**src/rtl/llm_cmd_arb_pkg.sv**
```systemverilog
// Shared widths and the command record for the command arbiter.
// The command record is the payload held in the arbiter's output register.
package llm_cmd_arb_pkg;

  localparam int CHI_ADDR_WIDTH = 32;
  localparam int CHI_DATA_WIDTH = 64;
  localparam int PRIORITY_WIDTH = 2;
  localparam int ARB_NUM_REQ    = 4;
  localparam int ARB_AGE_MAX    = 15;

  typedef struct packed {
    logic [CHI_ADDR_WIDTH-1:0] addr;
    logic [CHI_DATA_WIDTH-1:0] data;
    logic [7:0]                size;
    logic [3:0]                typ;
    logic                      snp;
    logic [31:0]               pld;
    logic [PRIORITY_WIDTH-1:0] prio;
  } arb_cmd_t;

endpackage

```
**src/rtl/llm_cmd_arb_if.sv**
```systemverilog
// Requester-side and command-side bundle of the arbiter.
// The master side drives requests and cmd_ready; the slave side is the arbiter.
interface llm_cmd_arb_if
  import llm_cmd_arb_pkg::*;
#(
  parameter int NUM_REQ = ARB_NUM_REQ
);
  localparam int SRC_W = $clog2(NUM_REQ);

  logic [NUM_REQ-1:0]                req_valid;
  logic [NUM_REQ-1:0]                req_ready;
  logic [NUM_REQ*CHI_ADDR_WIDTH-1:0] req_addr;
  logic [NUM_REQ*CHI_DATA_WIDTH-1:0] req_data;
  logic [NUM_REQ*8-1:0]              req_size;
  logic [NUM_REQ*4-1:0]              req_type;
  logic [NUM_REQ-1:0]                req_snp;
  logic [NUM_REQ*32-1:0]             req_pld;
  logic [NUM_REQ*PRIORITY_WIDTH-1:0] req_priority;

  logic                      cmd_valid;
  logic                      cmd_ready;
  logic [CHI_ADDR_WIDTH-1:0] cmd_addr;
  logic [CHI_DATA_WIDTH-1:0] cmd_data;
  logic [7:0]                cmd_size;
  logic [3:0]                cmd_type;
  logic                      cmd_snp;
  logic [31:0]               cmd_pld;
  logic [PRIORITY_WIDTH-1:0] cmd_priority;
  logic [SRC_W-1:0]          cmd_src;
  logic [15:0]               urgent_grant_cnt;

  modport master (
    output req_valid, req_addr, req_data, req_size, req_type, req_snp, req_pld,
           req_priority, cmd_ready,
    input  req_ready, cmd_valid, cmd_addr, cmd_data, cmd_size, cmd_type, cmd_snp,
           cmd_pld, cmd_priority, cmd_src, urgent_grant_cnt
  );

  modport slave (
    input  req_valid, req_addr, req_data, req_size, req_type, req_snp, req_pld,
           req_priority, cmd_ready,
    output req_ready, cmd_valid, cmd_addr, cmd_data, cmd_size, cmd_type, cmd_snp,
           cmd_pld, cmd_priority, cmd_src, urgent_grant_cnt
  );

endinterface

```
**src/rtl/llm_cmd_arb_rr_pick.sv**
```systemverilog
// Combinational rotating-priority picker: first set candidate at or after i_ptr,
// scanning circularly, returned as one-hot grant plus index.
module llm_cmd_arb_rr_pick #(
  parameter int N     = 4,
  parameter int IDX_W = $clog2(N)
) (
  input  logic [N-1:0]     i_cand,
  input  logic [IDX_W-1:0] i_ptr,
  output logic [N-1:0]     o_gnt,
  output logic [IDX_W-1:0] o_idx,
  output logic             o_any
);

  logic [IDX_W:0] w_j;
  logic           w_found;

  always_comb begin
    o_gnt   = '0;
    o_idx   = '0;
    o_any   = |i_cand;
    w_j     = '0;
    w_found = 1'b0;
    for (int k = 0; k < N; k++) begin
      w_j = {1'b0, i_ptr} + (IDX_W+1)'(k);
      // explicit wrap keeps non-power-of-2 N inside 0..N-1
      if (w_j >= (IDX_W+1)'(N)) w_j = w_j - (IDX_W+1)'(N);
      if (!w_found && i_cand[w_j[IDX_W-1:0]]) begin
        w_found              = 1'b1;
        o_gnt[w_j[IDX_W-1:0]] = 1'b1;
        o_idx                = w_j[IDX_W-1:0];
      end
    end
  end

endmodule

```
**src/rtl/llm_cmd_arb.sv**
```systemverilog
// Priority arbiter with round-robin tie-break and age-based anti-starvation,
// feeding one registered command stage toward llm_cmd_ctrl.
module llm_cmd_arb
  import llm_cmd_arb_pkg::*;
#(
  parameter int NUM_REQ = ARB_NUM_REQ,
  parameter int AGE_MAX = ARB_AGE_MAX
) (
  input logic          clk,
  input logic          rst_n,
  llm_cmd_arb_if.slave arb
);

  localparam int AGE_WIDTH = $clog2(AGE_MAX + 1);
  localparam int SRC_W     = $clog2(NUM_REQ);
  localparam logic [AGE_WIDTH-1:0]      AGE_LIM = AGE_WIDTH'(AGE_MAX);
  localparam logic [PRIORITY_WIDTH-1:0] PRI_TOP = '1;

  function automatic logic [AGE_WIDTH-1:0] age_sat_inc(input logic [AGE_WIDTH-1:0] a);
    return (a == AGE_LIM) ? a : a + 1'b1;
  endfunction

  function automatic logic [15:0] cnt_sat_inc(input logic [15:0] c);
    return (c == 16'hFFFF) ? c : c + 16'd1;
  endfunction

  function automatic logic [SRC_W-1:0] ptr_next(input logic [SRC_W-1:0] w);
    return (w == SRC_W'(NUM_REQ - 1)) ? '0 : w + 1'b1;
  endfunction

  logic [AGE_WIDTH-1:0]      r_age [NUM_REQ];
  logic [SRC_W-1:0]          r_rr_ptr;
  logic [SRC_W-1:0]          r_src_p0;
  logic                      r_cmd_vld_p0;
  arb_cmd_t                  r_cmd_p0;
  logic [15:0]               r_ugc;

  logic [NUM_REQ-1:0]        w_urgent;
  logic [NUM_REQ-1:0]        w_cand;
  logic [NUM_REQ-1:0]        w_gnt;
  logic [PRIORITY_WIDTH-1:0] w_eff_pri [NUM_REQ];
  logic [PRIORITY_WIDTH-1:0] w_max_pri;
  logic [SRC_W-1:0]          w_idx;
  logic                      w_any;
  logic                      w_load_en;
  logic                      w_accept;
  arb_cmd_t                  w_sel;

  // urgent requesters jump to the top priority level; candidates share the maximum
  always_comb begin
    w_urgent  = '0;
    w_cand    = '0;
    w_max_pri = '0;
    for (int i = 0; i < NUM_REQ; i++) begin
      w_urgent[i]  = (r_age[i] == AGE_LIM);
      w_eff_pri[i] = w_urgent[i] ? PRI_TOP
                                 : arb.req_priority[i*PRIORITY_WIDTH +: PRIORITY_WIDTH];
      if (arb.req_valid[i] && (w_eff_pri[i] > w_max_pri)) w_max_pri = w_eff_pri[i];
    end
    for (int i = 0; i < NUM_REQ; i++)
      w_cand[i] = arb.req_valid[i] && (w_eff_pri[i] == w_max_pri);
  end

  llm_cmd_arb_rr_pick #(
    .N     (NUM_REQ),
    .IDX_W (SRC_W)
  ) u_pick (
    .i_cand (w_cand),
    .i_ptr  (r_rr_ptr),
    .o_gnt  (w_gnt),
    .o_idx  (w_idx),
    .o_any  (w_any)
  );

  assign w_load_en     = !r_cmd_vld_p0 || arb.cmd_ready;
  assign w_accept      = rst_n && w_load_en && w_any;
  assign arb.req_ready = w_accept ? w_gnt : '0;

  always_comb begin
    w_sel      = '0;
    w_sel.addr = arb.req_addr[w_idx*CHI_ADDR_WIDTH +: CHI_ADDR_WIDTH];
    w_sel.data = arb.req_data[w_idx*CHI_DATA_WIDTH +: CHI_DATA_WIDTH];
    w_sel.size = arb.req_size[w_idx*8 +: 8];
    w_sel.typ  = arb.req_type[w_idx*4 +: 4];
    w_sel.snp  = arb.req_snp[w_idx];
    w_sel.pld  = arb.req_pld[w_idx*32 +: 32];
    w_sel.prio = arb.req_priority[w_idx*PRIORITY_WIDTH +: PRIORITY_WIDTH];
  end

  // ---- stage p0: output command register, arbitration state, ages ----
  always_ff @(posedge clk) begin
    if (!rst_n) begin
      r_cmd_vld_p0 <= 1'b0;
      r_cmd_p0     <= '0;
      r_src_p0     <= '0;
      r_rr_ptr     <= '0;
      r_ugc        <= '0;
      for (int i = 0; i < NUM_REQ; i++) r_age[i] <= '0;
    end else begin
      if (w_accept) begin
        r_cmd_vld_p0 <= 1'b1;
        r_cmd_p0     <= w_sel;
        r_src_p0     <= w_idx;
        r_rr_ptr     <= ptr_next(w_idx);
        if (w_urgent[w_idx]) r_ugc <= cnt_sat_inc(r_ugc);
      end else if (arb.cmd_ready) begin
        r_cmd_vld_p0 <= 1'b0;
      end
      for (int i = 0; i < NUM_REQ; i++) begin
        if (!arb.req_valid[i] || (w_accept && w_gnt[i])) r_age[i] <= '0;
        else                                              r_age[i] <= age_sat_inc(r_age[i]);
      end
    end
  end

  assign arb.cmd_valid        = r_cmd_vld_p0;
  assign arb.cmd_addr         = r_cmd_p0.addr;
  assign arb.cmd_data         = r_cmd_p0.data;
  assign arb.cmd_size         = r_cmd_p0.size;
  assign arb.cmd_type         = r_cmd_p0.typ;
  assign arb.cmd_snp          = r_cmd_p0.snp;
  assign arb.cmd_pld          = r_cmd_p0.pld;
  assign arb.cmd_priority     = r_cmd_p0.prio;
  assign arb.cmd_src          = r_src_p0;
  assign arb.urgent_grant_cnt = r_ugc;

endmodule

```
**src/flat_wrapper.sv**
```systemverilog
// flat-port wrapper written by rule: the top's interface ports become plain ports
module llm_cmd_arb_flat import llm_cmd_arb_pkg::*;
#(
  parameter int NUM_REQ = ARB_NUM_REQ,
  parameter int AGE_MAX = ARB_AGE_MAX
)
  (clk, rst_n, arb_req_valid, arb_req_addr, arb_req_data, arb_req_size, arb_req_type, arb_req_snp, arb_req_pld, arb_req_priority, arb_cmd_ready, arb_req_ready, arb_cmd_valid, arb_cmd_addr, arb_cmd_data, arb_cmd_size, arb_cmd_type, arb_cmd_snp, arb_cmd_pld, arb_cmd_priority, arb_cmd_src, arb_urgent_grant_cnt);
  llm_cmd_arb_if #(.NUM_REQ(NUM_REQ)) arb_i ();
  input logic clk;
  input logic rst_n;
  input wire logic [$bits(arb_i.req_valid)-1:0] arb_req_valid;
  input wire logic [$bits(arb_i.req_addr)-1:0] arb_req_addr;
  input wire logic [$bits(arb_i.req_data)-1:0] arb_req_data;
  input wire logic [$bits(arb_i.req_size)-1:0] arb_req_size;
  input wire logic [$bits(arb_i.req_type)-1:0] arb_req_type;
  input wire logic [$bits(arb_i.req_snp)-1:0] arb_req_snp;
  input wire logic [$bits(arb_i.req_pld)-1:0] arb_req_pld;
  input wire logic [$bits(arb_i.req_priority)-1:0] arb_req_priority;
  input wire logic [$bits(arb_i.cmd_ready)-1:0] arb_cmd_ready;
  output wire logic [$bits(arb_i.req_ready)-1:0] arb_req_ready;
  output wire logic [$bits(arb_i.cmd_valid)-1:0] arb_cmd_valid;
  output wire logic [$bits(arb_i.cmd_addr)-1:0] arb_cmd_addr;
  output wire logic [$bits(arb_i.cmd_data)-1:0] arb_cmd_data;
  output wire logic [$bits(arb_i.cmd_size)-1:0] arb_cmd_size;
  output wire logic [$bits(arb_i.cmd_type)-1:0] arb_cmd_type;
  output wire logic [$bits(arb_i.cmd_snp)-1:0] arb_cmd_snp;
  output wire logic [$bits(arb_i.cmd_pld)-1:0] arb_cmd_pld;
  output wire logic [$bits(arb_i.cmd_priority)-1:0] arb_cmd_priority;
  output wire logic [$bits(arb_i.cmd_src)-1:0] arb_cmd_src;
  output wire logic [$bits(arb_i.urgent_grant_cnt)-1:0] arb_urgent_grant_cnt;
  assign arb_i.req_valid = arb_req_valid;
  assign arb_i.req_addr = arb_req_addr;
  assign arb_i.req_data = arb_req_data;
  assign arb_i.req_size = arb_req_size;
  assign arb_i.req_type = arb_req_type;
  assign arb_i.req_snp = arb_req_snp;
  assign arb_i.req_pld = arb_req_pld;
  assign arb_i.req_priority = arb_req_priority;
  assign arb_i.cmd_ready = arb_cmd_ready;
  assign arb_req_ready = arb_i.req_ready;
  assign arb_cmd_valid = arb_i.cmd_valid;
  assign arb_cmd_addr = arb_i.cmd_addr;
  assign arb_cmd_data = arb_i.cmd_data;
  assign arb_cmd_size = arb_i.cmd_size;
  assign arb_cmd_type = arb_i.cmd_type;
  assign arb_cmd_snp = arb_i.cmd_snp;
  assign arb_cmd_pld = arb_i.cmd_pld;
  assign arb_cmd_priority = arb_i.cmd_priority;
  assign arb_cmd_src = arb_i.cmd_src;
  assign arb_urgent_grant_cnt = arb_i.urgent_grant_cnt;
  llm_cmd_arb #(.NUM_REQ(NUM_REQ), .AGE_MAX(AGE_MAX)) u_core (.clk(clk), .rst_n(rst_n), .arb(arb_i));
endmodule
```
**config.mk**
```make
export PLATFORM = sky130hd
export DESIGN_NAME = llm_cmd_arb_flat
export DESIGN_NICKNAME = d
export VERILOG_FILES = /design/src/rtl/llm_cmd_arb_pkg.sv /design/src/rtl/llm_cmd_arb_if.sv /design/src/rtl/llm_cmd_arb_rr_pick.sv /design/src/rtl/llm_cmd_arb.sv /design/src/flat_wrapper.sv
export SDC_FILE = /design/constraint.sdc
export NUM_CORES = 1
export LEC_CHECK = 0
export BUFFER_PORTS_ARGS = -buffer_cell sky130_fd_sc_hd__buf_2
export CAP_MARGIN = 20
export CORE_AREA = 2 2 287 289
export DETAILED_ROUTE_END_ITERATION = 8
export DIE_AREA = 0 0 289 291
export PLACE_DENSITY_LB_ADDON = 0.1
export SYNTH_ARGS = -nofsm -noshare
export SYNTH_HDL_FRONTEND = slang
export SYNTH_SLANG_ARGS = --single-unit
```
**constraint.sdc**
```tcl
create_clock -name clk -period 8.95 [get_ports clk]
set_input_delay 1.79 -clock clk [delete_from_list [all_inputs] [get_ports clk]]
set_output_delay 1.79 -clock clk [all_outputs]
set_load 0.01 [all_outputs]
```
* Yosys cells after proc, flatten, opt, wreduce, memory -nomap -nowiden
Memories as Yosys holds them, arrays and structs flattened. Cells that the tools add are included.
Word-level totals: register bits 164, memory bits (writable) 16, output and inout bits 166, logic and storage cells 191, memories kept 1
Operators by class: $add $sub $neg 13, order comparisons 17, equal/unequal tests 10, shift-type cells 6, muxes and demuxes 84, bitwise gates (word level) 12, reduce and logical (&&, ||, !) cells 37
Memories:
- u_core.r_age | words 4, width 4, read ports 4, clocked after Yosys merged registers in 0, wr ports 4, line llm_cmd_arb.sv:31 | logic [AGE_WIDTH-1:0] r_age [NUM_REQ];
Operators with widths (number):
- $shiftx A128 B8 Y32 | 2
- $shiftx A256 B9 Y64 | 1
- $mux W4 | 17
- $mux W1 | 40
- $mux W2 | 17
- $shiftx A32 B6 Y8 | 1
- $logic_and A1 B1 Y1 | 21
- $add A16 B1 Y16 const B | 1
- $add A4 B1 Y4 const B | 4
- $eq A16 B16 Y1 const B | 1
- $eq A4 B4 Y1 const B | 4
- $shiftx A16 B5 Y4 | 1
- $lt A2 B3 Y1 const B | 5
- $bmux W1 S2 | 6
- $or A4 B4 Y4 | 3
- $ge A3 B3 Y1 const B | 3
- $demux W1 S2 | 4
- $eq A2 B2 Y1 | 4
- $ge A2 B1 Y1 const B | 4
- $logic_not A1 Y1 | 8
- $or A1 B1 Y1 | 8
- $shiftx A8 B4 Y2 | 1
- $sub A2 B1 Y2 const B | 4
- $add A2 B2 Y3 const B | 2
- 11 further kinds | 17

* Logic depth before layout (Yosys ltp)
Gate-level depths: netlist of run 1. An unclocked memory read counts as a cell.
word-level depth 36, gate-level depth with buffers 30, depth with buffers taken out 26

* Modules after synthesis
Synthesis of run 1 repeated with hierarchy kept, for this count alone.
Unflattened totals: cell total of the unflattened synthesis 1081, area total of the unflattened synthesis 10849.2 µm²
Modules (own cells, without submodules):
- llm_cmd_arb | times used 1, cells each 1032, area an instance 10437.5 µm², sequential area each 3763.6 µm²
- llm_cmd_arb_rr_pick | times used 1, cells each 49, area an instance 411.6 µm², sequential area each 0.0 µm²

* Worst setup path after synthesis of run 1
No wires, ideal clock.
kind input to output, start input port arb_req_priority[3], end output port arb_req_ready[0], arrival time 6.643 ns, data required time 7.160 ns, path slack 0.517 ns, cell stages on the path 24, path buffers 3, path through a31oi_4 inv_2 ha_1 nor2b_1 o21a_1 o21ai_1 inv_1 ha_1 nor2b_1 o21a_1 buf_2 o21ai_0 ha_1 nor2b_1 o211a_1 a21oi_1 a32oi_1 o2111ai_2 o21ai_0 or3_1 nand3_1 clkbuf_1 clkbuf_1 nor2_1
On the way: cells in the longest elaborated chain, start to end 25
Ends and longest elaborated chain:
- start, declared | line flat_wrapper.sv:18 | input wire logic [$bits(arb_i.req_priority)-1:0] arb_req_priority;
- $mux W2 * | line llm_cmd_arb.sv:56 | w_eff_pri[i] = w_urgent[i] ? PRI_TOP
- $gt A2 B2 Y1 | line llm_cmd_arb.sv:58 | if (arb.req_valid[i] && (w_eff_pri[i] > w_max_pri)) w_max_pri = w_eff_pri[i];
- $logic_and A1 B1 Y1 | line llm_cmd_arb.sv:58
- $mux W2 | line llm_cmd_arb.sv:58
- $gt A2 B2 Y1 | line llm_cmd_arb.sv:58
- $logic_and A1 B1 Y1 | line llm_cmd_arb.sv:58
- $mux W2 | line llm_cmd_arb.sv:58
- $gt A2 B2 Y1 | line llm_cmd_arb.sv:58
- [9 not listed]
- $mux W1 | line llm_cmd_arb_rr_pick.sv:27 | if (!w_found && i_cand[w_j[IDX_W-1:0]]) begin
- $logic_not A1 Y1 | line llm_cmd_arb_rr_pick.sv:27
- $logic_and A1 B1 Y1 | line llm_cmd_arb_rr_pick.sv:27
- $mux W1 | line llm_cmd_arb_rr_pick.sv:27
- $logic_not A1 Y1 | line llm_cmd_arb_rr_pick.sv:27
- $logic_and A1 B1 Y1 | line llm_cmd_arb_rr_pick.sv:27
- $mux W4 | line llm_cmd_arb_rr_pick.sv:27
- $mux W4 * | line llm_cmd_arb.sv:77 | assign arb.req_ready = w_accept ? w_gnt : '0;
- end, declared | line flat_wrapper.sv:20 | output wire logic [$bits(arb_i.req_ready)-1:0] arb_req_ready;
Every way passes the cells marked *; elsewhere a longest branch is shown, timed or not. The select of a mux whose other input is x is not followed.

* Worst setup path after layout of run 1
start input port arb_req_priority[3], end output port arb_req_ready[3]
The elaborated chain is that of the path after synthesis.

==> flow_summary.html, run 1 <==
<table>
<tr><th>Metric</th><th>Value</th></tr>
<tr><th colspan="2">Outcome</th></tr>
<tr><td>Run status</td><td>completed</td></tr>
<tr><th colspan="2">STA</th></tr>
<tr><td>Number of max-slew violations in the final report</td><td>0</td></tr>
<tr><td>Setup TNS</td><td>0 ns</td></tr>
<tr><td>Final Setup Violations</td><td>0</td></tr>
<tr><td>Worst hold-check slack</td><td>between 0.4 and 0.5 ns</td></tr>
<tr><td>Final hold viol count</td><td>0</td></tr>
<tr><td>Final clock skew</td><td>0.0371 ns</td></tr>
<tr><td>Maximum clock frequency</td><td>117 MHz</td></tr>
<tr><td>Part of the cycle the worst path needs</td><td>a little over nine tenths</td></tr>
<tr><td>Max-slew headroom at the worst pin</td><td>22.3%</td></tr>
<tr><td>Clock period minus final worst setup slack</td><td>8.57 ns</td></tr>
<tr><td>Slack of the critical path</td><td>0.381 ns</td></tr>
<tr><td>Actual transition at the worst max-transition pin</td><td>between 1 and 1.5 ns</td></tr>
<tr><th colspan="2">Clock tree</th></tr>
<tr><td>CTS clock-pin slew for the worst setup and hold paths</td><td>about 0.070 ns</td></tr>
<tr><td>Maximum level of the CTS H-tree</td><td>4</td></tr>
<tr><td>Number of buffers on the longest clock path</td><td>2</td></tr>
<tr><td>CTS sink count</td><td>180</td></tr>
<tr><td>Clock root buffer master</td><td>sky130_fd_sc_hd__clkbuf_16</td></tr>
<tr><td>Cts bufs inserted</td><td>17</td></tr>
<tr><td>TritonCTS clock tree</td><td>yes</td></tr>
<tr><td>Skew-Pair Late Insertion Delay</td><td>~0.5 ns</td></tr>
<tr><td>Post-CTS Setup Repair Bufs</td><td>0</td></tr>
<tr><td>Hold buffer count at cts</td><td>0</td></tr>
<tr><th colspan="2">Placed design</th></tr>
<tr><td>Detailed placer's ending HPWL</td><td>55900 µm</td></tr>
<tr><td>Final RePlAce weighted congestion</td><td>0.860</td></tr>
<tr><td>Number of port buffers</td><td>744</td></tr>
<tr><td>Worst setup slack before clock tree synthesis</td><td>0.279 ns</td></tr>
<tr><td>Dpl cells</td><td>between 3000 and 4000</td></tr>
<tr><th colspan="2">Routing</th></tr>
<tr><td>Final ANT Viol Nets</td><td>0</td></tr>
<tr><td>Detailed-route wire length per cell</td><td>20.1 µm</td></tr>
<tr><td>Metal3 WL</td><td>5200 µm</td></tr>
<tr><td>Routed vias</td><td>around 16000</td></tr>
<tr><td>First drt pass iteration count</td><td>4</td></tr>
<tr><td>Number of remaining DRC errors</td><td>0</td></tr>
<tr><td>Detail Route met2 WL</td><td>approximately 35000 µm</td></tr>
<tr><td>Via density per instance</td><td>4.44</td></tr>
<tr><td>Starting DRT DRC Count</td><td>between 700 and 800</td></tr>
<tr><td>Highest signal layer in the routed design</td><td>met5</td></tr>
<tr><td>Met1 Routed Length</td><td>between 20000 and 30000 µm</td></tr>
<tr><td>Routed wire length</td><td>around 72000 µm</td></tr>
<tr><th colspan="2">Power</th></tr>
<tr><td>Ratio of total power to cell area</td><td>roughly 330 mW/mm²</td></tr>
<tr><td>Worst ir drop on vdd</td><td>0.242 mV</td></tr>
<tr><td>Total leakage power</td><td>9.31 nW</td></tr>
<tr><td>Power, Total</td><td>5.92 mW</td></tr>
<tr><th colspan="2">Die</th></tr>
<tr><td>FP Rows</td><td>105</td></tr>
<tr><td>X dimension of the die</td><td>~290 µm</td></tr>
<tr><td>Initial Utilization</td><td>between 10% and 20%</td></tr>
<tr><td>Core area</td><td>0.0812 mm²</td></tr>
<tr><td>Die Footprint</td><td>approximately 0.084 mm²</td></tr>
<tr><td>Vertical die dimension</td><td>291 µm</td></tr>
<tr><td>I/O pin count</td><td>745</td></tr>
<tr><th colspan="2">Critical path</th></tr>
<tr><td>Top Family by Delay on Critical Path</td><td>compound AO/OA/AOI/OAI gates</td></tr>
<tr><td>Type of the worst setup path</td><td>in -&gt; out</td></tr>
<tr><td>Worst-path cell with the longest stage delay</td><td>sky130_fd_sc_hd__ha_1</td></tr>
<tr><td>CP most frequent cell</td><td>sky130_fd_sc_hd__ha_1</td></tr>
<tr><td>Launching element type of the critical path</td><td>input pin</td></tr>
<tr><td>Required time of the critical path</td><td>7.16 ns</td></tr>
<tr><td>Maximum fanout along the worst path</td><td>6</td></tr>
<tr><td>Kind of end point of the critical path</td><td>output pin</td></tr>
<tr><td>Buf+Inv Stages, Crit Path</td><td>5</td></tr>
<tr><td>CP max stage delay</td><td>around 0.33 ns</td></tr>
<tr><td>Arrival time reported for the critical path endpoint</td><td>6.78 ns</td></tr>
<tr><th colspan="2">Synthesis</th></tr>
<tr><td>Total nets after synthesis</td><td>2410</td></tr>
<tr><td>Number of warnings reported in the yosys synthesis log</td><td>0</td></tr>
<tr><td>Post-synth EDFFs</td><td>16</td></tr>
<tr><td>Synthesized netlist cell count</td><td>1812</td></tr>
<tr><td>Most used flip-flop cell after synthesis</td><td>sky130_fd_sc_hd__dfxtp_1</td></tr>
<tr><td>Mean Syn Cell Area</td><td>slightly below 7 µm²</td></tr>
<tr><td>Post-synthesis instance area</td><td>~0.012 mm²</td></tr>
<tr><td>Flops &amp; latches, synth</td><td>180</td></tr>
<tr><td>Sequential fraction of the synthesis area</td><td>30.1%</td></tr>
<tr><td>Number of library cell types mapped by synthesis</td><td>75</td></tr>
<tr><td>Async S/R FF share, synth</td><td>0%</td></tr>
<tr><th colspan="2">GRT</th></tr>
<tr><td>Combined global-route utilization of all metal layers</td><td>16.2%</td></tr>
<tr><td>Global-route wire length before repair</td><td>between 100000 and 150000 µm</td></tr>
<tr><td>Largest net degree at the start of global routing</td><td>196</td></tr>
<tr><td>Number of global-route vias before repair</td><td>between 15000 and 20000</td></tr>
<tr><td>Total congestion overflow after global routing</td><td>0</td></tr>
<tr><td>Antenna violations before repair</td><td>36</td></tr>
<tr><th colspan="2">Run</th></tr>
<tr><td>Number of maximum-capacitance violations</td><td>0</td></tr>
<tr><th colspan="2">Cells and area</th></tr>
<tr><td>Commonest cells after routing, fill and taps aside</td><td>743 x sky130_fd_sc_hd__buf_2, 597 x sky130_fd_sc_hd__nand2_1, 295 x sky130_fd_sc_hd__and3_1</td></tr>
<tr><td>Nets</td><td>approximately 3000</td></tr>
<tr><td>Area delta synth-&gt;final</td><td>45.3%</td></tr>
<tr><td>Cell Count, Final, Fillers Out</td><td>3572</td></tr>
<tr><td>Fraction of final layout cells with drive strength greater than 1</td><td>a little over a third</td></tr>
<tr><td>Most common cell after layout, fill and taps aside</td><td>sky130_fd_sc_hd__buf_2</td></tr>
<tr><th colspan="2">Worst hold path</th></tr>
<tr><td>Type of the tightest min-delay check</td><td>reg -&gt; reg</td></tr>
</table>
## worst reg2reg max path: cells and delay by family, from the launching register on
kind | cells | cell delay [ns]
compound gates | 15 | 3.33
fa+ha+maj | 4 | 1.28
buf+inv | 6 | 1.00
flops | 1 | 0.42
mux | 1 | 0.15
simple gates | 3 | 0.52
## final cells by class
| class | count | area (µm²) |
|---|---|---|
| well taps | 1070 | 1340 |
| clock inverters | 14 | 139 |
| flip-flops and latches | 180 | 3760 |
| clock buffers | 18 | 429 |
| fillers | 9329 | 63000 |
| diodes | 15 | 37.5 |
| multi-input cells | 1456 | 8070 |
| repair buffers | 798 | 4300 |
| inverters | 21 | 78.8 |
## cells by family after synthesis
kind of cell               Yosys count  synth area share (%)
and+or+nand+nor                   1148                  43.4
AOI/OAI and AO/OA                  252                  16.0
DFF                                180                  30.1
buffers and inverters              176                  5.81
muxes                               19                  1.54
adders and majority gates           19                  1.90
xor gates and xnor gates            18                  1.26
## repair_timing
action                     in CTS  in global routing
setup endpoints to repair       0                  4
gates resized for setup         0                  7
hold endpoints to repair        0                  0
## metrics by stage
step	instance area [µm²]	utilization, %
4_1_cts	18100	22.3
3_3_place_gp	17500	21.6
5_1_grt	18100	22.4
3_5_place_dp	17500	21.6
6_report	18200	22.4
2_1_floorplan	12500	-
## sequential cells by signal, indices dropped and copies added (netlist names), 4 cells and up, named ones only
register                     cells
u_core.arb.cmd_addr             32
u_core.arb.cmd_type              4
u_core.r_age                    16
u_core.arb.cmd_data             64
u_core.arb.urgent_grant_cnt     16
u_core.arb.cmd_size              8
u_core.arb.cmd_pld              32
## power breakdown
group | switching (mW) | total [mW] | leakage [nW] | internal [mW]
combinational | 2.37 | 3.79 | 7.48 | 1.42
sequential | 0.189 | 1.33 | 1.55 | 1.14
clock | 0.426 | 0.796 | 0.279 | 0.370
## Yosys cell counts (12+ instances only)
library cell	n	area [µm²]
sky130_fd_sc_hd__nand3_1	173	866
sky130_fd_sc_hd__o31ai_1	145	1090
sky130_fd_sc_hd__nand2_1	597	2240
sky130_fd_sc_hd__edfxtp_1	16	480
sky130_fd_sc_hd__clkbuf_1	109	409
sky130_fd_sc_hd__xnor2_1	12	105
sky130_fd_sc_hd__nand2b_1	17	106
sky130_fd_sc_hd__mux2i_1	17	170
sky130_fd_sc_hd__nor2_1	31	116
sky130_fd_sc_hd__ha_1	19	238
sky130_fd_sc_hd__and3_1	295	1850
sky130_fd_sc_hd__dfxtp_1	164	3280
sky130_fd_sc_hd__buf_2	37	185
sky130_fd_sc_hd__inv_1	18	67.6
sky130_fd_sc_hd__o211ai_1	16	120
## per-layer routing
layer	up-vias	global-route usage, %
met4	28	5.36
met3	95	4.56
met1	7475	18.9
met5	-	0
li1	7706	-
met2	546	28.2
## worst paths after layout
check | from | to | slack [ns] | depth (start not counted)
worst max register to register | u_core.r_age[0][0] | u_core.arb.urgent_grant_cnt[4] | 2.13 | 29
worst max-delay path | arb_req_priority[3] | arb_req_ready[3] | 0.38 | 25
worst min-delay path | u_core.arb.cmd_addr[2] | u_core.arb.cmd_addr[2] | 0.46 | 2
worst min register to register | u_core.arb.cmd_addr[2] | u_core.arb.cmd_addr[2] | 0.46 | 2
Power figures use the tool's default switching activity.
==> run 2: changes to the inputs <==
==> constraint.sdc (replaced) <==
create_clock -name clk -period 10.68 [get_ports clk]
set_input_delay 1.068 -clock clk [delete_from_list [all_inputs] [get_ports clk]]
set_output_delay 1.068 -clock clk [all_outputs]
set_load 0.01 [all_outputs]
==> flow_summary.html, run 2 (synthesis gave the netlist of run 1 again) <==
<table>
<tr><th>Metric</th><th>Value</th></tr>
<tr><th colspan="2">Critical path</th></tr>
<tr><td>Worst-path cell with the longest stage delay</td><td>sky130_fd_sc_hd__o21ai_1</td></tr>
<tr><td>Kind of end point of the critical path</td><td>output pin</td></tr>
<tr><td>Critical path depth</td><td>25 (unchanged)</td></tr>
<tr><td>Arrival time reported for the critical path endpoint</td><td>7.57 ns (+0.79 ns)</td></tr>
<tr><td>Cell count of the worst reg-to-reg path</td><td>25 (-14%)</td></tr>
<tr><td>Worst-case register-to-register setup slack</td><td>2.54 ns (+0.41 ns)</td></tr>
<tr><td>Maximum fanout along the worst path</td><td>16 (+10)</td></tr>
<tr><td>Launching element type of the critical path</td><td>flip-flop</td></tr>
<tr><td>Required time of the critical path</td><td>9.61 ns (+2.45 ns)</td></tr>
<tr><td>Top Family by Delay on Critical Path</td><td>compound AO/OA/AOI/OAI gates</td></tr>
<tr><td>CP most frequent cell</td><td>sky130_fd_sc_hd__ha_1</td></tr>
<tr><td>CP max stage delay</td><td>0.66 ns (+0.33 ns)</td></tr>
<tr><td>Buf+Inv Stages, Crit Path</td><td>2 (-3)</td></tr>
<tr><td>Type of the worst setup path</td><td>reg -&gt; out</td></tr>
<tr><th colspan="2">Die</th></tr>
<tr><td>Core area</td><td>0.0812 mm² (unchanged)</td></tr>
<tr><td>FP Rows</td><td>105 (unchanged)</td></tr>
<tr><td>X dimension of the die</td><td>289 µm (unchanged)</td></tr>
<tr><td>Initial Utilization</td><td>15.4% (unchanged)</td></tr>
<tr><td>I/O pin count</td><td>745 (unchanged)</td></tr>
<tr><td>Die Footprint</td><td>0.0841 mm² (unchanged)</td></tr>
<tr><td>Vertical die dimension</td><td>291 µm (unchanged)</td></tr>
<tr><th colspan="2">Placed design</th></tr>
<tr><td>Final RePlAce weighted congestion</td><td>0.849 (-1.3%)</td></tr>
<tr><td>Worst setup slack before clock tree synthesis</td><td>2.23 ns (+1.96 ns)</td></tr>
<tr><td>Detailed placer's ending HPWL</td><td>55800 µm (-0.17%)</td></tr>
<tr><td>Dpl cells</td><td>3487 (-1.1%)</td></tr>
<tr><td>Number of port buffers</td><td>744 (unchanged)</td></tr>
<tr><th colspan="2">GRT</th></tr>
<tr><td>Combined global-route utilization of all metal layers</td><td>16.6% (+0.41 points)</td></tr>
<tr><td>Antenna violations before repair</td><td>39 (+8.3%)</td></tr>
<tr><td>Largest net degree at the start of global routing</td><td>151 (-23%)</td></tr>
<tr><td>Number of global-route vias before repair</td><td>15600 (-0.21%)</td></tr>
<tr><td>Global-route wire length before repair</td><td>104000 µm (+1.9%)</td></tr>
<tr><td>Total congestion overflow after global routing</td><td>0 (unchanged)</td></tr>
<tr><th colspan="2">Clock tree</th></tr>
<tr><td>Number of buffers on the longest clock path</td><td>2 (unchanged)</td></tr>
<tr><td>CTS clock-pin slew for the worst setup and hold paths</td><td>0.08 ns (about the same)</td></tr>
<tr><td>CTS sink count</td><td>180 (unchanged)</td></tr>
<tr><td>Clock root buffer master</td><td>sky130_fd_sc_hd__clkbuf_16</td></tr>
<tr><td>TritonCTS clock tree</td><td>yes</td></tr>
<tr><td>Resized cells post-CTS</td><td>0 (unchanged)</td></tr>
<tr><td>Skew-Pair Late Insertion Delay</td><td>0.50 ns (about the same)</td></tr>
<tr><td>Hold buffer count at cts</td><td>0 (unchanged)</td></tr>
<tr><td>Maximum level of the CTS H-tree</td><td>4 (unchanged)</td></tr>
<tr><td>Post-CTS Setup Repair Bufs</td><td>0 (unchanged)</td></tr>
<tr><td>Cts bufs inserted</td><td>17 (unchanged)</td></tr>
<tr><th colspan="2">STA</th></tr>
<tr><td>Worst hold-check slack</td><td>0.462 ns (-0.000201 ns)</td></tr>
<tr><td>Final clock skew</td><td>0.0280 ns (-0.00906 ns)</td></tr>
<tr><td>Part of the cycle the worst path needs</td><td>80.9%</td></tr>
<tr><td>Max-slew headroom at the worst pin</td><td>39.6% (+17 points)</td></tr>
<tr><td>Maximum clock frequency</td><td>116 MHz</td></tr>
<tr><td>Final hold viol count</td><td>0 (unchanged)</td></tr>
<tr><td>Setup TNS</td><td>0 ns (unchanged)</td></tr>
<tr><td>Actual transition at the worst max-transition pin</td><td>0.906 ns (-0.260 ns)</td></tr>
<tr><td>Setup repair after global routing missed its margin</td><td>no</td></tr>
<tr><td>Final Setup Violations</td><td>0 (unchanged)</td></tr>
<tr><td>Slack of the critical path</td><td>2.04 ns (+1.66 ns)</td></tr>
<tr><td>Clock period minus final worst setup slack</td><td>8.64 ns</td></tr>
<tr><td>Number of max-slew violations in the final report</td><td>0 (unchanged)</td></tr>
<tr><th colspan="2">Power</th></tr>
<tr><td>Total leakage power</td><td>9.09 nW (-2.3%)</td></tr>
<tr><td>Comb pwr share</td><td>62.8% (-1.2 points)</td></tr>
<tr><td>Power spent charging and discharging nets</td><td>2.48 mW (-17%)</td></tr>
<tr><td>Ratio of total power to cell area</td><td>276 mW/mm² (-16%)</td></tr>
<tr><td>Worst ir drop on vdd</td><td>0.186 mV (-23%)</td></tr>
<tr><td>Switching power as a share of total power</td><td>50.6% (+0.23 points)</td></tr>
<tr><td>Total internal power</td><td>2.42 mW (-18%)</td></tr>
<tr><td>Sequential fraction of design power</td><td>22.9% (+0.4 points)</td></tr>
<tr><td>Power share of the clock group</td><td>14.2% (+0.8 points)</td></tr>
<tr><th colspan="2">Routing</th></tr>
<tr><td>Routed vias</td><td>15600 (-1.4%)</td></tr>
<tr><td>Starting DRT DRC Count</td><td>723 (+0.56%)</td></tr>
<tr><td>Via density per instance</td><td>4.42 (-0.30%)</td></tr>
<tr><td>First drt pass iteration count</td><td>5 (+1)</td></tr>
<tr><td>Detailed-route wire length per cell</td><td>20.6 µm (+2.2%)</td></tr>
<tr><td>Number of remaining DRC errors</td><td>0 (unchanged)</td></tr>
<tr><td>Final ANT Viol Nets</td><td>0 (unchanged)</td></tr>
<tr><td>Routed wire length</td><td>72600 µm (+1.1%)</td></tr>
<tr><th colspan="2">Cells and area</th></tr>
<tr><td>Nets</td><td>3034 (-1.2%)</td></tr>
<tr><td>Cell Count, Final, Fillers Out</td><td>3533 (-1.1%)</td></tr>
<tr><td>Flip-flop count of the largest register, all copies and words added</td><td>64 (unchanged)</td></tr>
<tr><td>Area delta synth-&gt;final</td><td>42.4%</td></tr>
<tr><td>Commonest cells after routing, fill and taps aside</td><td>743 x sky130_fd_sc_hd__buf_2, 597 x sky130_fd_sc_hd__nand2_1, 295 x sky130_fd_sc_hd__and3_1</td></tr>
<tr><td>Fraction of final layout cells with drive strength greater than 1</td><td>33.6% (-1.3 points)</td></tr>
<tr><td>Most common cell after layout, fill and taps aside</td><td>sky130_fd_sc_hd__buf_2</td></tr>
<tr><th colspan="2">Worst hold path</th></tr>
<tr><td>Hold Crit Depth</td><td>2 (unchanged)</td></tr>
<tr><td>Type of the tightest min-delay check</td><td>reg -&gt; reg</td></tr>
<tr><th colspan="2">Run</th></tr>
<tr><td>Number of maximum-capacitance violations</td><td>0 (unchanged)</td></tr>
<tr><th colspan="2">Outcome</th></tr>
<tr><td>Run status</td><td>completed</td></tr>
</table>
[run 2: cell count changes in the layout (fill, tap and decap cells not counted), sizes merged]
cell | before | now
diode | 15 | 16
buf | 798 | 760
clkinvlp | 0 | 3
clkinv | 8 | 1
bufinv | 0 | 2
[run 2: final cells by class]
| class | instances | area [µm²] |
|---|---|---|
| Fill cell | 9295 | 63400 |
| Clock inverter | 12 | 144 |
| Inverter | 21 | 78.8 |
| Antenna cell | 16 | 40.0 |
| Tap cell | 1070 | 1340 |
| Multi-Input combinational cell | 1456 | 8040 |
| Sequential cell | 180 | 3760 |
| Timing Repair Buffer | 760 | 3950 |
| Clock buffer | 18 | 439 |
[run 2: metal layers]
| metal | global-route usage (%) | up-vias | wire, µm |
|---|---|---|---|
| li1 | - | 7634 | - |
| met1 | 19.6 | 7308 | 29600 |
| met2 | 29.4 | 572 | 36700 |
| met3 | 4.31 | 84 | 5040 |
| met4 | 4.55 | 32 | 1100 |
| met5 | 0 | - | 218 |
[run 2: tightest hold or removal path, cell delays in order, from the launching register on]
cell	delay, ns
sky130_fd_sc_hd__dfxtp_1	0.31
sky130_fd_sc_hd__nand3_1	0.06
sky130_fd_sc_hd__o31ai_1	0.06
[run 2: path summary, 6_finish.rpt]
kind,startpoint,end
setup / recovery,u_core.r_age[0][0],arb_req_ready[3]
hold reg to reg,u_core.arb.cmd_data[20],u_core.arb.cmd_data[20]
setup reg to reg,u_core.r_age[0][0],u_core.r_age[1][1]
hold / removal,u_core.arb.cmd_data[20],u_core.arb.cmd_data[20]
[run 2: power by group through the flow]
stage	combinational (mW)	clock, mW	sequential [mW]
6_report	3.08	0.697	1.13
5_1_grt	3.42	0.758	1.16
4_1_cts	3.17	0.737	1.13
3_5_place_dp	3.17	0	1.14
3_3_place_gp	3.16	0	1.14
2_1_floorplan	1.79	0	1.23
[run 2: metrics by stage]
stage	util (%)	power, mW	instance area, µm²
global route	21.9	5.34	17800
floorplan	-	3.02	12500
detailed placement	21.1	4.30	17200
finish	21.9	4.91	17800
global placement	21.1	4.29	17100
CTS	21.9	5.04	17800
==> run 3: changes to the inputs <==
- clock period: 10.68 -> 9 ns (I/O delays scaled with it)
==> flow_summary.html, run 3 (synthesis gave the netlist of run 1 again) <==
<table>
<tr><th>Metric</th><th>Value</th></tr>
<tr><th colspan="2">Die</th></tr>
<tr><td>FP Rows</td><td>105 (unchanged)</td></tr>
<tr><td>Core area</td><td>0.0812 mm² (unchanged)</td></tr>
<tr><td>Vertical die dimension</td><td>291 µm (unchanged)</td></tr>
<tr><td>X dimension of the die</td><td>289 µm (unchanged)</td></tr>
<tr><td>Initial Utilization</td><td>15.4% (unchanged)</td></tr>
<tr><td>I/O pin count</td><td>745 (unchanged)</td></tr>
<tr><td>Die Footprint</td><td>0.0841 mm² (unchanged)</td></tr>
<tr><th colspan="2">Placed design</th></tr>
<tr><td>Number of port buffers</td><td>744 (unchanged)</td></tr>
<tr><td>DP Area</td><td>0.0172 mm² (+0.17%)</td></tr>
<tr><td>Final RePlAce weighted congestion</td><td>0.873 (+2.8%)</td></tr>
<tr><td>Detailed placer's ending HPWL</td><td>55600 µm (-0.47%)</td></tr>
<tr><td>Worst setup slack before clock tree synthesis</td><td>1.04 ns (-1.20 ns)</td></tr>
<tr><th colspan="2">STA</th></tr>
<tr><td>Setup TNS</td><td>0 ns (unchanged)</td></tr>
<tr><td>Number of max-slew violations in the final report</td><td>0 (unchanged)</td></tr>
<tr><td>Setup repair after global routing missed its margin</td><td>no</td></tr>
<tr><td>Maximum clock frequency</td><td>122 MHz</td></tr>
<tr><td>Clock period minus final worst setup slack</td><td>8.23 ns</td></tr>
<tr><td>Final Setup Violations</td><td>0 (unchanged)</td></tr>
<tr><td>Part of the cycle the worst path needs</td><td>91.4%</td></tr>
<tr><td>Actual transition at the worst max-transition pin</td><td>1.10 ns (+0.193 ns)</td></tr>
<tr><td>Final clock skew</td><td>0.0244 ns (-0.00358 ns)</td></tr>
<tr><td>Final hold viol count</td><td>0 (unchanged)</td></tr>
<tr><td>Max-slew headroom at the worst pin</td><td>26.8% (-13 points)</td></tr>
<tr><td>Slack of the critical path</td><td>0.771 ns (-1.27 ns)</td></tr>
<tr><th colspan="2">GRT</th></tr>
<tr><td>Met1 Track Usage GR</td><td>18.8% (-0.80 points)</td></tr>
<tr><td>Number of global-route vias before repair</td><td>15500 (-0.31%)</td></tr>
<tr><td>Total congestion overflow after global routing</td><td>0 (unchanged)</td></tr>
<tr><td>Combined global-route utilization of all metal layers</td><td>16.4% (-0.18 points)</td></tr>
<tr><td>Antenna violations before repair</td><td>38 (-2.6%)</td></tr>
<tr><td>Met2 track demand over resource in global routing</td><td>28.4% (-0.98 points)</td></tr>
<tr><td>GR Layer Usage met3</td><td>4.96% (+0.65 points)</td></tr>
<tr><td>Largest net degree at the start of global routing</td><td>151 (unchanged)</td></tr>
<tr><td>Global-route wire length before repair</td><td>102000 µm (-1.2%)</td></tr>
<tr><td>GRT busiest layer</td><td>met2</td></tr>
<tr><th colspan="2">Critical path</th></tr>
<tr><td>Kind of end point of the critical path</td><td>output pin</td></tr>
<tr><td>Required time of the critical path</td><td>8.10 ns (-1.51 ns)</td></tr>
<tr><td>Arrival time reported for the critical path endpoint</td><td>7.33 ns (-0.24 ns)</td></tr>
<tr><td>Launching element type of the critical path</td><td>flip-flop</td></tr>
<tr><td>Type of the worst setup path</td><td>reg -&gt; out</td></tr>
<tr><td>Maximum fanout along the worst path</td><td>16 (unchanged)</td></tr>
<tr><th colspan="2">Clock tree</th></tr>
<tr><td>Post-CTS Setup Repair Bufs</td><td>0 (unchanged)</td></tr>
<tr><td>Resized cells post-CTS</td><td>0 (unchanged)</td></tr>
<tr><td>Skew-Pair Late Insertion Delay</td><td>0.50 ns (about the same)</td></tr>
<tr><td>CTS clock-pin slew for the worst setup and hold paths</td><td>0.08 ns (about the same)</td></tr>
<tr><td>Hold buffer count at cts</td><td>0 (unchanged)</td></tr>
<tr><td>Clock root buffer master</td><td>sky130_fd_sc_hd__clkbuf_16</td></tr>
<tr><td>TritonCTS clock tree</td><td>yes</td></tr>
<tr><td>Maximum level of the CTS H-tree</td><td>4 (unchanged)</td></tr>
<tr><td>CTS sink count</td><td>180 (unchanged)</td></tr>
<tr><td>Number of buffers on the longest clock path</td><td>2 (unchanged)</td></tr>
<tr><td>Cts bufs inserted</td><td>17 (unchanged)</td></tr>
<tr><th colspan="2">Outcome</th></tr>
<tr><td>Run status</td><td>completed</td></tr>
<tr><th colspan="2">Cells and area</th></tr>
<tr><td>Finished layout cell area</td><td>0.0178 mm² (+0.11%)</td></tr>
<tr><td>Nets</td><td>3039 (+0.16%)</td></tr>
<tr><td>Most common cell after layout, fill and taps aside</td><td>sky130_fd_sc_hd__buf_2</td></tr>
<tr><td>Area delta synth-&gt;final</td><td>42.5%</td></tr>
<tr><td>Filler Cells Inserted</td><td>9408 (+1.2%)</td></tr>
<tr><td>Commonest cells after routing, fill and taps aside</td><td>743 x sky130_fd_sc_hd__buf_2, 597 x sky130_fd_sc_hd__nand2_1, 295 x sky130_fd_sc_hd__and3_1</td></tr>
<tr><td>Flip-flop count of the largest register, all copies and words added</td><td>64 (unchanged)</td></tr>
<tr><td>Fraction of final layout cells with drive strength greater than 1</td><td>33.7% (+0.15 points)</td></tr>
<tr><th colspan="2">Routing</th></tr>
<tr><td>Detailed-route wire length per cell</td><td>20.4 µm (-0.85%)</td></tr>
<tr><td>Routed vias</td><td>15600 (+0.10%)</td></tr>
<tr><td>Number of remaining DRC errors</td><td>0 (unchanged)</td></tr>
<tr><td>Via density per instance</td><td>4.42 (-0.15%)</td></tr>
<tr><td>Final ANT Viol Nets</td><td>0 (unchanged)</td></tr>
<tr><td>Routed wire length</td><td>72200 µm (-0.59%)</td></tr>
<tr><td>Starting DRT DRC Count</td><td>714 (-1.2%)</td></tr>
<tr><td>First drt pass iteration count</td><td>4 (-1)</td></tr>
<tr><th colspan="2">Run</th></tr>
<tr><td>Number of maximum-capacitance violations</td><td>0 (unchanged)</td></tr>
<tr><th colspan="2">Power</th></tr>
<tr><td>Power, Total</td><td>5.76 mW (+17%)</td></tr>
<tr><td>Ratio of total power to cell area</td><td>323 mW/mm² (+17%)</td></tr>
<tr><td>Total leakage power</td><td>9.12 nW (+0.28%)</td></tr>
<tr><td>Worst ir drop on vdd</td><td>0.252 mV (+36%)</td></tr>
<tr><th colspan="2">Worst hold path</th></tr>
<tr><td>Type of the tightest min-delay check</td><td>reg -&gt; reg</td></tr>
</table>
run 3: critical path, cell delays in order (launching register included):
cell,delay [ns]
sky130_fd_sc_hd__edfxtp_1,0.43
sky130_fd_sc_hd__ha_1,0.28
sky130_fd_sc_hd__and3_4,0.24
sky130_fd_sc_hd__o21ai_2,0.22
sky130_fd_sc_hd__ha_1,0.30
sky130_fd_sc_hd__nor2b_1,0.17
sky130_fd_sc_hd__o21a_1,0.24
sky130_fd_sc_hd__o21ai_1,0.39
sky130_fd_sc_hd__inv_1,0.10
sky130_fd_sc_hd__ha_1,0.32
sky130_fd_sc_hd__nor2b_1,0.25
sky130_fd_sc_hd__o21a_1,0.35
sky130_fd_sc_hd__o21ai_0,0.14
sky130_fd_sc_hd__ha_1,0.31
sky130_fd_sc_hd__nor2b_1,0.15
sky130_fd_sc_hd__o211ai_2,0.53
sky130_fd_sc_hd__o311ai_0,0.25
sky130_fd_sc_hd__o211a_1,0.30
sky130_fd_sc_hd__nor4b_1,0.43
sky130_fd_sc_hd__nor3_1,0.14
sky130_fd_sc_hd__o211a_1,0.38
sky130_fd_sc_hd__a221o_1,0.34
sky130_fd_sc_hd__a22oi_1,0.32
sky130_fd_sc_hd__nor2_1,0.10
sky130_fd_sc_hd__buf_2,0.16
run 3: stage by stage:
| step | instances | hold WS [ns] | util [%] |
|---|---|---|---|
| final | 3542 | 0.464 | 21.9 |
| after global routing | 3540 | 0.479 | 21.9 |
| after global placement | 3492 | 0.450 | 21.2 |
| after CTS | 3524 | 0.466 | 21.9 |
| after detailed placement | 3492 | 0.455 | 21.2 |
| after floorplan | 1812 | 0.486 | - |
run 3: routing by layer:
| metal | share of wire [%] | wire [µm] | vias to the layer above |
|---|---|---|---|
| li1 | - | - | 7650 |
| met1 | 40 | 28800 | 7292 |
| met2 | 49 | 35300 | 575 |
| met3 | 8.2 | 5910 | 97 |
| met4 | 2.9 | 2080 | 32 |
| met5 | 0.27 | 194 | - |
run 3: final timing paths:
path	end	slack, ns	cells after the start	startpoint
worst min register to register	u_core.arb.cmd_data[16]	0.46	2	u_core.arb.cmd_data[16]
worst min-delay path	u_core.arb.cmd_data[16]	0.46	2	u_core.arb.cmd_data[16]
worst max-delay path	arb_req_ready[0]	0.77	24	u_core.r_age[0][0]
worst max register to register	u_core.arb.urgent_grant_cnt[1]	1.24	24	u_core.r_age[0][0]
run 3: area by class of cell:
class,instances,area [µm²],share of cell area (%)
Multi-Input combinational cell,1456,8040,45.2
Inverter,21,78.8,0.443
Sequential cell,180,3760,21.1
Tap cell,1070,1340,7.52
Timing Repair Buffer,765,3980,22.3
Clock inverter,14,139,0.780
Clock buffer,18,429,2.41
Antenna cell,18,45.0,0.253
run 3: report_power, final:
group | switching, mW | internal, mW
Clock | 0.428 | 0.369
Combinational | 2.31 | 1.32
Sequential | 0.191 | 1.14
